$ cat src/rtl/alu_result_stage_if.sv
// Handshake bundle between the arithmetic unit, the result stage and writeback.
//   in*  : upstream result channel (valid/ready, result, flags, tag, flag-update request)
//   out* : head-entry channel toward writeback (valid/ready, result, flags, tag)
// Modports:
//   master : the environment side (drives in* payload and outReady)
//   slave  : the result stage itself
interface alu_result_stage_if #(
    parameter int unsigned DATA_WIDTH = 32,
    parameter int unsigned TAG_WIDTH  = 5
);
    logic                  inValid;
    logic                  inReady;
    logic [DATA_WIDTH-1:0] inResult;
    logic [6:0]            inFlags;
    logic [TAG_WIDTH-1:0]  inTag;
    logic                  inUpdateFlags;

    logic                  outValid;
    logic                  outReady;
    logic [DATA_WIDTH-1:0] outResult;
    logic [6:0]            outFlags;
    logic [TAG_WIDTH-1:0]  outTag;

    modport master (
        output inValid, inResult, inFlags, inTag, inUpdateFlags, outReady,
        input  inReady, outValid, outResult, outFlags, outTag
    );

    modport slave (
        input  inValid, inResult, inFlags, inTag, inUpdateFlags, outReady,
        output inReady, outValid, outResult, outFlags, outTag
    );
endinterface

$ cat src/rtl/alu_result_stage.sv
// Registered output stage behind the arithmetic unit.
// Buffers up to two results (in order) and hands them to writeback over valid/ready.
// Also owns the architectural status-flag register, the sticky exception bits and a
// saturating divide-by-zero event counter.
// Ports:
//   clk, rstN    : clock, synchronous active-low reset
//   bus          : in*/out* handshake bundle (slave side)
//   flush        : drop every buffered entry
//   stickyClear  : clear sticky bits and the divide-by-zero counter
//   statusFlags  : architectural flags {div0, zero, neg, ovf, evenPar, oddPar, carry}
//   carryFlag    : statusFlags[0], carry-in for the next operation
//   stickyFlags  : {divideByZero, overflow} sticky bits
//   div0Count    : saturating count of accepted divide-by-zero results
module alu_result_stage #(
    parameter int unsigned DATA_WIDTH = 32,
    parameter int unsigned TAG_WIDTH  = 5,
    parameter int unsigned CNT_WIDTH  = 8
) (
    input  logic                 clk,
    input  logic                 rstN,
    alu_result_stage_if.slave    bus,
    input  logic                 flush,
    input  logic                 stickyClear,
    output logic [6:0]           statusFlags,
    output logic                 carryFlag,
    output logic [1:0]           stickyFlags,
    output logic [CNT_WIDTH-1:0] div0Count
);

    typedef enum logic [1:0] {
        StEmpty = 2'd0,
        StOne   = 2'd1,
        StFull  = 2'd2
    } state_e;

    typedef struct packed {
        logic [DATA_WIDTH-1:0] result;
        logic [6:0]            flags;
        logic [TAG_WIDTH-1:0]  tag;
    } entry_t;

    localparam logic [CNT_WIDTH-1:0] CntMax = '1;

    state_e               state_q, state_d;
    entry_t               head_q, head_d;
    entry_t               tail_q, tail_d;
    logic [6:0]           status_q, status_d;
    logic [1:0]           sticky_q, sticky_d;
    logic [CNT_WIDTH-1:0] cnt_q, cnt_d;

    entry_t in_entry;
    logic   accept;
    logic   retire;

    assign in_entry = '{result: bus.inResult, flags: bus.inFlags, tag: bus.inTag};

    // inReady looks only at registered state, so no outReady -> inReady path exists.
    assign bus.inReady  = rstN && (state_q != StFull);
    assign bus.outValid = (state_q != StEmpty);
    assign accept       = bus.inValid && bus.inReady;
    assign retire       = bus.outValid && bus.outReady;

    assign bus.outResult = head_q.result;
    assign bus.outFlags  = head_q.flags;
    assign bus.outTag    = head_q.tag;
    assign statusFlags   = status_q;
    assign carryFlag     = status_q[0];
    assign stickyFlags   = sticky_q;
    assign div0Count     = cnt_q;

    // Occupancy and buffer next state.
    always_comb begin
        state_d = state_q;
        head_d  = head_q;
        tail_d  = tail_q;
        case (state_q)
            StEmpty: begin
                if (accept) begin
                    head_d  = in_entry;
                    state_d = StOne;
                end
            end
            StOne: begin
                if (accept && retire) begin
                    head_d = in_entry;
                end else if (accept) begin
                    tail_d  = in_entry;
                    state_d = StFull;
                end else if (retire) begin
                    state_d = StEmpty;
                end
            end
            StFull: begin
                if (retire) begin
                    head_d  = tail_q;
                    state_d = StOne;
                end
            end
            default: state_d = StEmpty;
        endcase
        // Flush only empties the buffer; flag bookkeeping below still sees the accept.
        if (flush) begin
            state_d = StEmpty;
        end
    end

    // Flag register, sticky bits and counter.
    always_comb begin
        status_d = status_q;
        if (accept && bus.inUpdateFlags) begin
            status_d = bus.inFlags;
        end

        // Clear first, then OR in this cycle's events so a same-cycle event survives.
        sticky_d = stickyClear ? 2'b00 : sticky_q;
        if (accept) begin
            sticky_d = sticky_d | {bus.inFlags[6], bus.inFlags[3]};
        end

        cnt_d = stickyClear ? '0 : cnt_q;
        if (accept && bus.inFlags[6] && (cnt_d != CntMax)) begin
            cnt_d = cnt_d + CNT_WIDTH'(1);
        end
    end

    always_ff @(posedge clk) begin
        if (!rstN) begin
            state_q  <= StEmpty;
            head_q   <= '0;
            tail_q   <= '0;
            status_q <= '0;
            sticky_q <= '0;
            cnt_q    <= '0;
        end else begin
            state_q  <= state_d;
            head_q   <= head_d;
            tail_q   <= tail_d;
            status_q <= status_d;
            sticky_q <= sticky_d;
            cnt_q    <= cnt_d;
        end
    end

endmodule

$ cat src/flat_wrapper.sv
// flat-port wrapper written by rule: the top's interface ports become plain ports
module alu_result_stage_flat 
#(
    parameter int unsigned DATA_WIDTH = 32,
    parameter int unsigned TAG_WIDTH  = 5,
    parameter int unsigned CNT_WIDTH  = 8
)
  (clk, rstN, flush, stickyClear, statusFlags, carryFlag, stickyFlags, div0Count, bus_inValid, bus_inResult, bus_inFlags, bus_inTag, bus_inUpdateFlags, bus_outReady, bus_inReady, bus_outValid, bus_outResult, bus_outFlags, bus_outTag);
  alu_result_stage_if #(.DATA_WIDTH(DATA_WIDTH), .TAG_WIDTH(TAG_WIDTH)) bus_i ();
  input  logic clk;
  input  logic rstN;
  input  logic flush;
  input  logic stickyClear;
  output logic [6:0] statusFlags;
  output logic carryFlag;
  output logic [1:0] stickyFlags;
  output logic [CNT_WIDTH-1:0] div0Count;
  input wire logic [$bits(bus_i.inValid)-1:0] bus_inValid;
  input wire logic [$bits(bus_i.inResult)-1:0] bus_inResult;
  input wire logic [$bits(bus_i.inFlags)-1:0] bus_inFlags;
  input wire logic [$bits(bus_i.inTag)-1:0] bus_inTag;
  input wire logic [$bits(bus_i.inUpdateFlags)-1:0] bus_inUpdateFlags;
  input wire logic [$bits(bus_i.outReady)-1:0] bus_outReady;
  output wire logic [$bits(bus_i.inReady)-1:0] bus_inReady;
  output wire logic [$bits(bus_i.outValid)-1:0] bus_outValid;
  output wire logic [$bits(bus_i.outResult)-1:0] bus_outResult;
  output wire logic [$bits(bus_i.outFlags)-1:0] bus_outFlags;
  output wire logic [$bits(bus_i.outTag)-1:0] bus_outTag;
  assign bus_i.inValid = bus_inValid;
  assign bus_i.inResult = bus_inResult;
  assign bus_i.inFlags = bus_inFlags;
  assign bus_i.inTag = bus_inTag;
  assign bus_i.inUpdateFlags = bus_inUpdateFlags;
  assign bus_i.outReady = bus_outReady;
  assign bus_inReady = bus_i.inReady;
  assign bus_outValid = bus_i.outValid;
  assign bus_outResult = bus_i.outResult;
  assign bus_outFlags = bus_i.outFlags;
  assign bus_outTag = bus_i.outTag;
  alu_result_stage #(.DATA_WIDTH(DATA_WIDTH), .TAG_WIDTH(TAG_WIDTH), .CNT_WIDTH(CNT_WIDTH)) u_core (.clk(clk), .rstN(rstN), .bus(bus_i), .flush(flush), .stickyClear(stickyClear), .statusFlags(statusFlags), .carryFlag(carryFlag), .stickyFlags(stickyFlags), .div0Count(div0Count));
endmodule
$ cat config.mk
export PLATFORM = sky130hd
export DESIGN_NAME = alu_result_stage_flat
export DESIGN_NICKNAME = d
export VERILOG_FILES = /design/src/rtl/alu_result_stage_if.sv /design/src/rtl/alu_result_stage.sv /design/src/flat_wrapper.sv
export SDC_FILE = /design/constraint.sdc
export NUM_CORES = 1
export LEC_CHECK = 0
export ABC_AREA = 1
export CORE_ASPECT_RATIO = 0.7
export CORE_MARGIN = 10
export CORE_UTILIZATION = 53
export DETAILED_ROUTE_END_ITERATION = 7
export GPL_TIMING_DRIVEN = 0
export PLACE_DENSITY = 0.86
export REMOVE_ABC_BUFFERS = 1
export SYNTH_ARGS = -nofsm -noshare
export SYNTH_HDL_FRONTEND = slang
export SYNTH_SLANG_ARGS = --single-unit
$ cat constraint.sdc
create_clock -name clk -period 2.81 [get_ports clk]
set_input_delay 0.562 -clock clk [delete_from_list [all_inputs] [get_ports clk]]
set_output_delay 0.562 -clock clk [all_outputs]
set_load 0.005 [all_outputs]
# [Word-level counts from Yosys, hierarchy flattened]
# Cells that the tools add are included.
[totals] regBits=107 input_bits=51 out_inout_bits=64 word_cells=51
[op_classes] n_addsub=1 eq_ne=9 muxes=14 n_bitwise=3 n_reduce_logical=14
[ops] op="2-to-1 mux 44 bit" n=3
[ops] op="one-hot mux 44 bit (3 select lines)" n=1
[ops] op="2-to-1 mux 8 bit" n=2
[ops] op="2-to-1 mux 2 bit" n=7
[ops] op="adder 8 x 1 -> 8 bit (second input constant)" n=1
[ops] op="!= test 8 bit (second input constant)" n=1
[ops] op="AND reduction 4 bit" n=2
[ops] op="logical AND 1 bit" n=7
[ops] op="!= test 2 x 1 -> 1 bit (second input constant)" n=3
[ops] op="one-hot mux 2 bit (3 select lines)" n=1
[ops] op="!= test 2 bit (second input constant)" n=2
[ops] op="!= test 3 x 1 -> 1 bit (second input constant)" n=1
[ops] op="AND reduction 3 bit" n=1
[ops] op="nonzero test 3 bit" n=1
[ops] op="equality test 2 x 1 -> 1 bit (second input constant)" n=1
[ops] op="equality test 2 bit (second input constant)" n=1
[ops] op="logical NOT 2 bit" n=1
[ops] op="inverter 1 bit" n=2
[ops] op="OR 2 bit" n=1
[ops] op="nonzero test 2 bit" n=1
[ops] op="OR reduction 2 bit" n=1

# [Depth between registers and ports, before layout]
# Gate-level depths: netlist (run 1).
[depth] depth_word=6 mapped_depth=12 mapped_depth_nobuf=11

# [Worst setup path after synthesis (run 1)]
# OpenSTA, ideal clock, no wires.
[synth_path] kind="input port to output port" startpoint="input port rstN" endpoint="output port bus_inReady" t_arrival_ps=1270 required_ps=2248 setup_slack_ps=978 stages=4 path_cell_list="inv_1 > clkbuf_1 > buf_1 > a21oi_1"
[synth_between] elab_chain_len=1
[synth_rtl] element="from (decl)" line_no="flat_wrapper.sv:11" text="input logic rstN;"
[synth_rtl] element="logical AND 1 bit" line_no="alu_result_stage.sv:58" text="assign bus.inReady = rstN && (state_q != StFull);"
[synth_rtl] element="to (decl)" line_no="flat_wrapper.sv:24" text="output wire logic [$bits(bus_i.inReady)-1:0] bus_inReady;"
# Every way passes these cells.

# [Worst setup path after layout (run 1)]
# Ends and elaborated chain as after synthesis.

==> run_results.csv, run 1 <==
group,metric,value,unit
global_route,grt_usage,0.202,
synthesis,async_flop_share,0,
global_route,grt_max_degree,92,
worst_setup_path,r2r_setup_slack,0.25,ns
synthesis,syn_inst,621,
sta,rsz0062_at_grt,"false",
worst_setup_path,slowest_stage,"clkdlybuf4s50_1",
clock_network,path_clk_slew,0.07,ns
sta,final_max_slew_viol_count,0,
sta,hold_viol,0,
worst_setup_path,cp.required,2.25,ns
clock_network,h-tree-depth,3,
floorplanning,core_area,8370,µm²
worst_setup_path,endpoint_kind,"primary output",
global_route,grt_pass1_vias,4280,
worst_setup_path,max_stage_delay,0.53,ns
drt,drt_iter0_markers,444,
placement,dpl.hpwl,8280,µm
sta,timing.final.ws_setup,0.223,ns
sta,tightest_slew,0.853,ns
power_and_ir_drop,combPwrFrac,0.107,
finish,area_growth_syn_to_layout,32.6,%
placement,globalplace.congestion,0.761,
floorplanning,chipWidth,130,µm
clock_network,cts_buffer_depth,2,
drt,post_drt_wl_per_cell,16.3,µm
min_path,hold_class,"reg2reg",
drt,vias,4545,
worst_setup_path,cp_cell_sequence,"buf_6 -> inv_4 -> buf_12 -> a21oi_1 -> clkdlybuf4s50_1",
placement,post-place-ws,-0.440,ns
power_and_ir_drop,p_seq_frac,0.476,
global_route,grt_pass1_wl,21100,µm
flow_run,maxCapViolCount,0,
drt,first_pass_iters,5,
global_route,antenna_found_initial,0,
sta,clock_skew,0.00784,ns
floorplanning,dieArea,12700,µm²
power_and_ir_drop,p_sw,755,µW
clock_network,tritoncts,"yes",
synthesis,netlist_area,4520,µm²
sta,setup-violations-final,0,
drt,via_per_inst,5.58,
clock_network,cts.sinks,107,
sta,fmax,386,MHz
power_and_ir_drop,p_sw_frac,0.227,
drt,antenna_left,0,
worst_setup_path,worstSetupStartpointType,"input pin",
clock_network,cts-buffers-inserted,9,
finish,fillCellCount,675,
finish,utilization,0.715,
synthesis,synth-edff-count,0,
global_route,overflow,0,
worst_setup_path,criticalPathCategory,"in2out",
power_and_ir_drop,p_int,2.56,mW
power_and_ir_drop,vdd_drop_max,0.572,mV
synthesis,ys_seq_area_frac,0.474,
finish,antenna_cells,0,
drt,drc_errors,0,
sta,fin_crit_sh,0.921,
worst_setup_path,crit_fanout,52,
floorplanning,start_util,0.539,
synthesis,ys_types,24,
sta,relSlewSlack,0.431,
run_status,status,"finished, final reports clean",
floorplanning,rows,28,
drt,wirelength,13300,µm
clock_network,cts_root_buf,"clkbuf_16",
synthesis,syn_area_per_cell,7.27,µm²
sta,fin_crit,2.59,ns
finish,finalNetCount,757,
synthesis,synth_ff_type,"dfxtp_1",
synthesis,ys_ff_latch,107,
power_and_ir_drop,clkPwrFrac,0.417,
floorplanning,die_y,97.2,µm
floorplanning,io-pin-count,115,
power_and_ir_drop,powerDensity,554,nW/µm²
power_and_ir_drop,power.leakage,2.21,nW
worst_setup_path,critPathArrivalTime,2.03,ns
clock_network,clock_latency,0.35,ns
synthesis,yosys_warnings,0,
placement,place.port_buffers,114,
finish,drive_above_1_share,0.0423,
critical path, delay by kind of cell:
family          cells  cell delay [ns]
compound gates      1             0.13
buf+inv             4             1.30
stage by stage:
step                      power, mW  TNS, ns  cells  hold WS, ns  instance area (µm²)
after floorplan                1.74        0    577        0.424                 4310
after global placement         1.95  -139.21    796        0.433                 5580
after detailed placement       1.96   -18.13    797        0.440                 5600
after CTS                      3.32        0    814        0.450                 5960
after global routing           3.41        0    815        0.473                 5990
final                          3.32        0    815        0.449                 5990
routing by layer:
layer,track usage,wire [µm],part of all wire
met1,0.242,5370,0.40
met2,0.315,6160,0.46
met3,0.0954,1620,0.12
met4,0.0563,172,0.013
met5,0,0,0
placed cells by master, fill, tap and decap left out:
cell type / Yosys / layout
inv_1: 57 / 56
clkinv_2: 0 / 3
dfxtp_1: 107 / 107
nand2_8: 0 / 1
a21oi_1: 103 / 103
nand2_1: 126 / 126
a21oi_4: 1 / 1
buf_6: 1 / 1
or2_0: 1 / 1
buf_16: 0 / 1
clkbuf_16: 0 / 9
o21ai_0: 91 / 91
inv_4: 1 / 2
buf_12: 0 / 1
nand4_1: 1 / 1
xor2_1: 1 / 1
nand2_4: 2 / 2
nor2_1: 18 / 18
bufinv_16: 0 / 2
nand3_1: 60 / 60
inv_2: 1 / 1
or2_2: 1 / 1
clkdlybuf4s50_1: 0 / 113
ha_1: 1 / 1
nor3_1: 2 / 2
nand3_4: 2 / 3
clkbuf_8: 0 / 2
registers in the layout (all words and copies together), names as in the netlist:
signal / cells
u_core.statusFlags: 7
u_core.bus.outTag: 5
u_core.bus.outFlags: 7
u_core.div0Count: 8
u_core.state_q: 2
u_core.stickyFlags: 2
u_core.tail_q: 44
u_core.bus.outResult: 32
area by class of cell:
class / count / area [µm²] / share of cell area
clock buffers: 11 / 253 / 0.0422
flip-flops and latches: 107 / 2140 / 0.358
clock inverters: 5 / 75.1 / 0.0125
multi-input cells: 412 / 1970 / 0.329
well taps: 105 / 131 / 0.0219
repair buffers: 116 / 1190 / 0.199
inverters: 59 / 226 / 0.0378
path summary, 6_finish.rpt:
| kind | start | endpoint | depth (start not counted) |
|---|---|---|---|
| worst min register to register | u_core.tail_q[42]$_SDFFE_PN0P_ | u_core.tail_q[42]$_SDFFE_PN0P_ | 2 |
| worst max register to register | u_core.state_q[0]$_SDFFE_PP0P_ | u_core.tail_q[32]$_SDFFE_PN0P_ | 7 |
| worst max-delay path | rstN | bus_inReady | 5 |
| worst min-delay path | u_core.tail_q[42]$_SDFFE_PN0P_ | u_core.tail_q[42]$_SDFFE_PN0P_ | 2 |
power by group through the flow:
stage               clock (mW)  combinational [mW]  sequential [mW]
detailed placement           0               0.344             1.61
global placement             0               0.334             1.61
CTS                       1.39               0.351             1.58
floorplan                    0               0.129             1.62
finish                    1.38               0.354             1.58
global route              1.44               0.388             1.58
what timing repair did:
item / 4_1_cts / 5_1_grt
cloned: 1 / 0
endpoints found under the hold margin: 0 / 0
gates resized for setup: 5 / 1
setup endpoints to repair: 47 / 1
hold buffers: 0 / 0
buffers inserted: 0 / 0
cells by family (layout without fill, tap and decap cells):
family	count (synthesis)	count (layout)	share of synthesized area
AND/OR/NAND/NOR	214	215	0.207
AO/OA/AOI/OAI	195	195	0.219
flip-flops	107	107	0.474
buffers and inverters	103	191	0.0958
adder cells (fa/ha/maj)	1	1	0.00277
XOR/XNOR	1	1	0.00194
synthesized netlist by cell type, types with 2 or more instances:
library cell	count	area, µm²
a21oi_1	103	515
buf_2	14	70.1
buf_4	5	37.5
clkbuf_1	23	86.3
dfxtp_1	107	2140
inv_1	57	214
nand2_1	126	473
nand2_4	2	22.5
nand3_1	60	300
nand3_4	2	35.0
nor2_1	18	67.6
nor3_1	2	10.0
o21ai_0	91	455
Power figures use the tool's default switching activity.
==> run 2: changes to the inputs <==
--- a/config.mk
+++ b/config.mk
@@ -7,10 +7,9 @@
 export LEC_CHECK = 0
 export ABC_AREA = 1
 export CORE_ASPECT_RATIO = 0.7
-export CORE_MARGIN = 10
 export CORE_UTILIZATION = 53
+export CTS_CLUSTER_DIAMETER = 100
 export DETAILED_ROUTE_END_ITERATION = 7
-export GPL_TIMING_DRIVEN = 0
 export PLACE_DENSITY = 0.86
 export REMOVE_ABC_BUFFERS = 1
 export SYNTH_ARGS = -nofsm -noshare
==> run 2 against run 1 <==
The flow now finishes with violations (DRC). Final cell count increased by 0.49%. Fmax is 24% higher. Global-route usage up 6.4 points. Critical path type is now reg2out. Critical endpoint unchanged. Highest routed layer unchanged.
==> run_results.csv, run 2 (synthesized netlist as in run 1, its figures left out) <==
group,metric,value,unit
finish,finalInstanceArea,5910,µm²
drt,antenna_left,0,
clock_network,postCtsHoldBufs,0,
drt,drc_errors,5,
sta,tns,0,ns
global_route,busiest_layer,"met2",
finish,antenna_cells,0,
floorplanning,rows,27,
floorplanning,chipWidth,112,µm
finish,largest_register_ff_count,44,
global_route,use_met3,0.0641,
floorplanning,die_y,79.2,µm
sta,tightest_slew,0.665,ns
placement,dpl.hpwl,7500,µm
sta,rsz0062_at_grt,"false",
clock_network,cts_buffer_depth,2,
global_route,grt_max_degree,58,
power_and_ir_drop,p_int,2.33,mW
power_and_ir_drop,power.leakage,2.20,nW
finish,final_cells,819,
clock_network,clock_latency,0.34,ns
power_and_ir_drop,p_seq_frac,0.517,
power_and_ir_drop,combPwrFrac,0.113,
placement,place.port_buffers,114,
global_route,antenna_found_initial,0,
sta,fmax,481,MHz
sta,final_max_slew_viol_count,0,
power_and_ir_drop,powerDensity,517,nW/µm²
worst_setup_path,critPathArrivalTime,1.52,ns
worst_setup_path,crit_end,"bus_inReady",
power_and_ir_drop,clkPwrFrac,0.369,
clock_network,cts.sinks,107,
clock_network,cts_root_buf,"clkbuf_16",
floorplanning,dieArea,8900,µm²
finish,finalNetCount,765,
global_route,gr-usage-met2,0.435,
worst_setup_path,r2r_start,"u_core.state_q[0]$_SDFFE_PP0P_",
flow_run,maxCapViolCount,0,
global_route,grt_pass1_vias,4188,
drt,post_drt_wl_per_cell,14.2,µm
worst_setup_path,crit_fanout,3,
drt,vias,4538,
worst_setup_path,endpoint_kind,"primary output",
run_status,violations,"DRC",
finish,area_growth_syn_to_layout,30.9,%
global_route,overflow,0,
sta,fin_crit,2.08,ns
worst_setup_path,r2r_setup_slack,0.94,ns
sta,hold_viol,0,
drt,via_per_inst,5.54,
floorplanning,io-pin-count,115,
floorplanning,start_util,0.559,
worst_setup_path,r2r_end,"u_core.tail_q[23]$_SDFFE_PN0P_",
global_route,grt_use_met1,0.345,
worst_setup_path,cp.required,2.25,ns
placement,dp_cells,803,
finish,regMostFlops,"u_core.tail_q",
global_route,grt_pass1_wl,19100,µm
sta,setup-violations-final,0,
clock_network,cts-buffers-inserted,9,
run_status,status,"complete, but fails checks",
worst_setup_path,worstSetupStartpointType,"flip-flop",
clock_network,path_clk_slew,0.06,ns
global_route,grt_usage,0.266,
placement,place_area,5650,µm²
sta,fin_crit_sh,0.740,
clock_network,h-tree-depth,3,
worst_setup_path,criticalPathCategory,"reg2out",
floorplanning,core_area,8070,µm²
power_and_ir_drop,vdd_drop_max,0.453,mV
clock_network,tritoncts,"yes",
drt,first_pass_iters,8,
placement,globalplace.congestion,0.806,
finish,drive_above_1_share,0.0515,
clock_network,post_cts_resized,0,
worst_setup_path,reg2reg_depth,8,
drt,wirelength,11600,µm
clock_network,postCtsSetupBuffers,0,
worst_setup_path,crit_path_start,"u_core.state_q[0]$_SDFFE_PP0P_",
min_path,hold_class,"reg2reg",
power_and_ir_drop,p_sw,725,µW
sta,relSlewSlack,0.557,
drt,drt_iter0_markers,375,
finish,final_common_cell,"nand2_1",
sta,clock_skew,0.00626,ns
power_and_ir_drop,p_sw_frac,0.237,
finish,utilization,0.733,
finish,layout_common_cells,"nand2_1, clkdlybuf4s50_1, dfxtp_1, a21oi_1, o21ai_0",
sta,holdWs,0.444,ns
[run 2: layout make-up]
type | count | area [µm²]
clock buffer | 10 | 229
fill | 615 | 2160
inverter | 59 | 224
sequential | 107 | 2140
tap | 101 | 126
timing repair buffer | 125 | 1220
multi-input combinational | 411 | 1940
clock inverter | 6 | 32.5
[run 2: worst max-delay path, cell delays in order (launching register included)]
cell             delay, ns
dfxtp_1               0.41
inv_2                 0.08
a21oi_1               0.16
clkdlybuf4s50_1       0.52
[run 2: how the worst min path moves through the flow]
| stage | slack [ns] | cells after the start | end | from |
|---|---|---|---|---|
| 2_1_floorplan | 0.42 | 2 | u_core.tail_q[0]$_SDFFE_PN0P_ | u_core.tail_q[0]$_SDFFE_PN0P_ |
| 5_1_grt | 0.47 | 2 | u_core.tail_q[30]$_SDFFE_PN0P_ | u_core.tail_q[30]$_SDFFE_PN0P_ |
| 4_1_cts | 0.45 | 2 | u_core.tail_q[15]$_SDFFE_PN0P_ | u_core.tail_q[15]$_SDFFE_PN0P_ |
| 6_report | 0.44 | 2 | u_core.tail_q[15]$_SDFFE_PN0P_ | u_core.tail_q[15]$_SDFFE_PN0P_ |
| 3_3_place_gp | 0.43 | 2 | u_core.tail_q[32]$_SDFFE_PN0P_ | u_core.tail_q[32]$_SDFFE_PN0P_ |
| 3_5_place_dp | 0.44 | 2 | u_core.tail_q[15]$_SDFFE_PN0P_ | u_core.tail_q[15]$_SDFFE_PN0P_ |
[run 2: layer usage]
layer  part of all wire  vias up
met3              0.089       16
met1               0.44     2074
met4              0.012        0
met2               0.46      220
li1                   -     2228
met5                  0        -
[run 2: power groups by stage]
stage | Combinational, mW | Clock (mW) | Sequential (mW)
global placement | 0.333 | 0 | 1.61
CTS | 0.344 | 1.15 | 1.58
global route | 0.378 | 1.22 | 1.59
detailed placement | 0.341 | 0 | 1.62
finish | 0.346 | 1.13 | 1.58
floorplan | 0.129 | 0 | 1.62
[run 2: per-stage QoR]
step / power, mW / worst slack (ns)
4_1_cts: 3.08 / 0.717
6_report: 3.06 / 0.731
3_3_place_gp: 1.95 / 0.607
3_5_place_dp: 1.96 / 0.484
5_1_grt: 3.19 / 0.634
2_1_floorplan: 1.74 / 0.579
